[config.mk]
export PLATFORM = sky130hd
export DESIGN_NAME = sync_capture_reg_vec
export DESIGN_NICKNAME = d
export VERILOG_FILES = /design/src/rtl/sync_capture_reg_vec_pkg.sv /design/src/rtl/sync_capture_reg_vec_chain.sv /design/src/rtl/sync_capture_reg_vec.sv
export SDC_FILE = /design/constraint.sdc
export NUM_CORES = 1
export LEC_CHECK = 0
export CAP_MARGIN = 20
export CORE_AREA = 4 4 41 43
export DETAILED_ROUTE_END_ITERATION = 10
export DIE_AREA = 0 0 45 47
export PLACE_DENSITY = 0.58
export REMOVE_ABC_BUFFERS = 1
export SLEW_MARGIN = 15
export SYNTH_ARGS = -nofsm -noshare
export SYNTH_HDL_FRONTEND = slang
export SYNTH_SLANG_ARGS = --single-unit
[constraint.sdc]
create_clock -name clock -period 1.1 [get_ports clock]
set_input_delay 0.165 -clock clock [delete_from_list [all_inputs] [get_ports clock]]
set_output_delay 0.165 -clock clock [all_outputs]
set_load 0.05 [all_outputs]
[src/rtl/sync_capture_reg_vec_pkg.sv]
// Shared constants and helpers for the multi-channel synchronizing capture register.
// Holds parameter defaults, legal parameter limits and the per-bit edge-detect function.
package sync_capture_reg_vec_pkg;

  localparam int DEFAULT_WIDTH  = 2;
  localparam int DEFAULT_STAGES = 2;

  localparam int WIDTH_MIN  = 1;
  localparam int WIDTH_MAX  = 64;
  localparam int STAGES_MIN = 0;
  localparam int STAGES_MAX = 4;

  // Reports a rising or falling transition, each gated by its own enable.
  function automatic logic edge_bit(input logic q, input logic prev,
                                    input logic rise_en, input logic fall_en);
    return (q & ~prev & rise_en) | (~q & prev & fall_en);
  endfunction

endpackage

[src/rtl/sync_capture_reg_vec_chain.sv]
// Single-channel synchronizer: a shift chain of max(STAGES,1) flops with a synchronous reset value.
module sync_capture_chain
  import sync_capture_reg_vec_pkg::*;
#(
  parameter int   STAGES      = DEFAULT_STAGES,
  parameter logic RESET_VALUE = 1'b0
) (
  input  logic clock,
  input  logic reset,
  input  logic d,
  output logic q
);

  // A zero-stage request still gets one flop so the output is always registered.
  localparam int DEPTH = (STAGES < 1) ? 1 : STAGES;

  logic [DEPTH-1:0] chain;

  always_ff @(posedge clock) begin
    if (reset) begin
      chain <= {DEPTH{RESET_VALUE}};
    end else begin
      chain[0] <= d;
      for (int i = 1; i < DEPTH; i++) begin
        chain[i] <= chain[i-1];
      end
    end
  end

  assign q = chain[DEPTH-1];

endmodule

[src/rtl/sync_capture_reg_vec.sv]
// Multi-channel synchronizer with sticky edge-capture pending bits and a masked interrupt.
// Each channel is synchronized independently; only the interrupt OR combines channels.
module sync_capture_reg_vec
  import sync_capture_reg_vec_pkg::*;
#(
  parameter int               WIDTH       = DEFAULT_WIDTH,
  parameter int               STAGES      = DEFAULT_STAGES,
  parameter logic [WIDTH-1:0] RESET_VALUE = '0,
  parameter logic [WIDTH-1:0] RISE_MASK   = '1,
  parameter logic [WIDTH-1:0] FALL_MASK   = '0
) (
  input  logic             clock,
  input  logic             reset,
  input  logic [WIDTH-1:0] io_d,
  output logic [WIDTH-1:0] io_q,
  input  logic             io_en,
  input  logic [WIDTH-1:0] io_set,
  input  logic [WIDTH-1:0] io_clr,
  input  logic [WIDTH-1:0] io_mask,
  output logic [WIDTH-1:0] io_pend,
  output logic             io_irq
);

  if (WIDTH < WIDTH_MIN || WIDTH > WIDTH_MAX) begin : g_width_check
    $error("sync_capture_reg_vec: WIDTH %0d out of range", WIDTH);
  end
  if (STAGES < STAGES_MIN || STAGES > STAGES_MAX) begin : g_stages_check
    $error("sync_capture_reg_vec: STAGES %0d out of range", STAGES);
  end

  logic [WIDTH-1:0] q_prev;
  logic [WIDTH-1:0] edge_vec;
  logic [WIDTH-1:0] pend_next;

  for (genvar i = 0; i < WIDTH; i++) begin : g_chan
    sync_capture_chain #(
      .STAGES      (STAGES),
      .RESET_VALUE (RESET_VALUE[i])
    ) u_chain (
      .clock (clock),
      .reset (reset),
      .d     (io_d[i]),
      .q     (io_q[i])
    );
  end

  // Set and edge capture are ORed after the clear so they win a same-cycle collision.
  always_comb begin
    edge_vec = '0;
    for (int i = 0; i < WIDTH; i++) begin
      edge_vec[i] = edge_bit(io_q[i], q_prev[i], RISE_MASK[i], FALL_MASK[i]);
    end
    pend_next = (io_pend & ~io_clr) | (edge_vec & {WIDTH{io_en}}) | io_set;
  end

  always_ff @(posedge clock) begin
    if (reset) begin
      q_prev  <= RESET_VALUE;
      io_pend <= '0;
      io_irq  <= 1'b0;
    end else begin
      q_prev  <= io_q;
      io_pend <= pend_next;
      io_irq  <= |(io_pend & io_mask);
    end
  end

endmodule

==> run metrics <==
vias in the first global route 201; max cap viols 0; NumNets Final 56; reg2reg setup slack 370 ps; crit start category flip-flop; top-count cell post-synth dfxtp_1; Fill cells 132; CP Data Required Time 940 ps; die area 2120 um^2; Initial Util 0.224; status complete, no violations; setup ws final 117 ps; Min-Delay Path Class reg -> reg; die height 47 um; CTS H-tree depth 1; CP Max Fanout 3; Placement Setup Slack 73.5 ps; drc violations 0; CP Capture Type output port; CTS Buf Count 3; HPWL Detailed 470 um; total routed wirelength 601 um; Final Hold Fails 0; routed vias 232; met3 Track Usage GR 0.0307; GR Util All Layers 0.0611; antenna cells 0; crit path cell chain buf_12; Total Power 737 uW; Max transition margin 0.807; cell taking the most area after synthesis dfxtp_1; CTS Hold Bufs 0; CTS tree yes; PortBufs 15; final instance area 522 um^2; initial DRC count 3; final setup fails 0; Post-synth top cells dfxtp_1, nor2b_1; Area after DPL 495 um^2; Clock Tree Buf Depth 2; PwrDens 1410 nW/um^2; Area Overhead vs Synth 79.0%; # resized after CTS 0; antenna-violating nets left 0; Register Area 180 um^2; Largest delay share family, worst path flip-flops; skew final 3.58 ps; Yosys reg bits 9; Mapped Cells 27; Post-CTS Setup Inserts 0; post-synth top area share 0.618; Final period util 0.894; ys flop type dfxtp_1; Clk Latency, worst-skew pair 260 ps; CP max-delay cell dfxtp_1; Crit path arrival time 820 ps; num rows 13; met2 global-route usage 0.0706; Synth area leaders dfxtp_1, nor2b_1, buf_4, nand3b_1, a31oi_1; leakage power 0.208 nW; post-synthesis cell type count 9; Final Wtd Congestion 0.659; clk slew on worst S/H paths 60 ps; area used by multi-input combinational logic 88.8 um^2; drt wl/cell 10.2 um; first-pass GRT wire length 821 um; pin count of the biggest net entering global routing 10; met1 usage 0.0737; Max stage delay on crit path 400 ps; Setup TNS 0 ps; Mean Syn Cell Area 10.8 um^2; Ys Warns 0; synthesized area 292 um^2; sequential share of the synthesized area 0.618; vias per cell 3.93; RSZ-0062 raised after global routing no; Core ar. 1300 um^2; antenna violations before repair 0; Fmax achieved 1020 MHz; Setup Crit Path Kind reg -> out; worst vdd ir 0.617 mV; Final Max Slew Viols 0; Die Width 45 um; worst slew pin tran 289 ps; number of synthesized flops with an enable pin 0; fin crit period 983 ps; # IOs 16; GR peak layer met1; Overflow after GRT 0; clock sinks 9; share of post-route cells with drive strength above 1 0.182; drt pass-1 iters 4; WP buf/inv 1; FFs w/ async S/R, synth 0; CTS root buf clkbuf_4
-- worst reg2reg max path, stage by stage (launching register included) --
cell	delay, ps
dfxtp_1	340
a22oi_1	200
nor2_1	60
-- placed cells by master, fill, tap and decap left out, types with 2 or more instances in the layout --
cell type        instances
dfxtp_1                  9
clkbuf_4                 3
nand3b_1                 2
nand2b_1                 2
inv_1                    2
nor2b_1                  6
a31oi_1                  2
buf_12                   5
clkdlybuf4s50_1         10
-- layer usage --
metal | up-vias | share of wire
met4 | 0 | 0
met2 | 16 | 0.36
li1 | 119 | -
met1 | 97 | 0.50
met5 | - | 0
met3 | 0 | 0.13
-- where the power goes --
group	internal (mW)	switching, mW	leakage [nW]
combinational	0.0792	0.0543	0.118
clock	0.139	0.109	0.0150
sequential	0.342	0.0129	0.0743
total	0.561	0.176	0.208
-- area by class of cell --
cell class	count	share of cell area
timing repair buffer	15	0.384
tap	15	0.0360
multi-input combinational	14	0.170
clock buffer	4	0.0504
inverter	2	0.0144
sequential	9	0.345
-- path summary, 6_finish.rpt --
path         depth (start not counted)                             startpoint                                     to
max                                  1  g_chan[1].u_chain.chain[1]$_SDFF_PP0_                                io_q[1]
min                                  1  g_chan[0].u_chain.chain[0]$_SDFF_PP0_  g_chan[0].u_chain.chain[1]$_SDFF_PP0_
max reg2reg                          2                  io_pend[0]$_SDFF_PP0_                      io_irq$_SDFF_PP0_
min reg2reg                          1  g_chan[0].u_chain.chain[0]$_SDFF_PP0_  g_chan[0].u_chain.chain[1]$_SDFF_PP0_
-- registers in the layout, indices dropped and copies added, names as in the netlist --
signal and flops:
g_chan.u_chain.chain 4, io_irq 1, io_pend 2, q_prev 2
-- per-stage QoR --
| step | hold WS (ps) | util | cells |
|---|---|---|---|
| final | 436 | 0.401 | 59 |
| after global routing | 458 | 0.401 | 59 |
| after CTS | 441 | 0.401 | 59 |
| after detailed placement | 427 | 0.381 | 55 |
| after global placement | 426 | 0.381 | 55 |
| after floorplan | 234 | - | 25 |
-- cell families (layout without fill, tap and decap cells) --
logic type | Yosys count | in the layout | share of synthesized area
AO/OA/AOI/OAI | 3 | 3 | 0.0687
buffers and inverters | 4 | 21 | 0.0772
flip-flops | 9 | 9 | 0.618
AND/OR/NAND/NOR | 11 | 11 | 0.236
(Power assumes the default switching activity.)
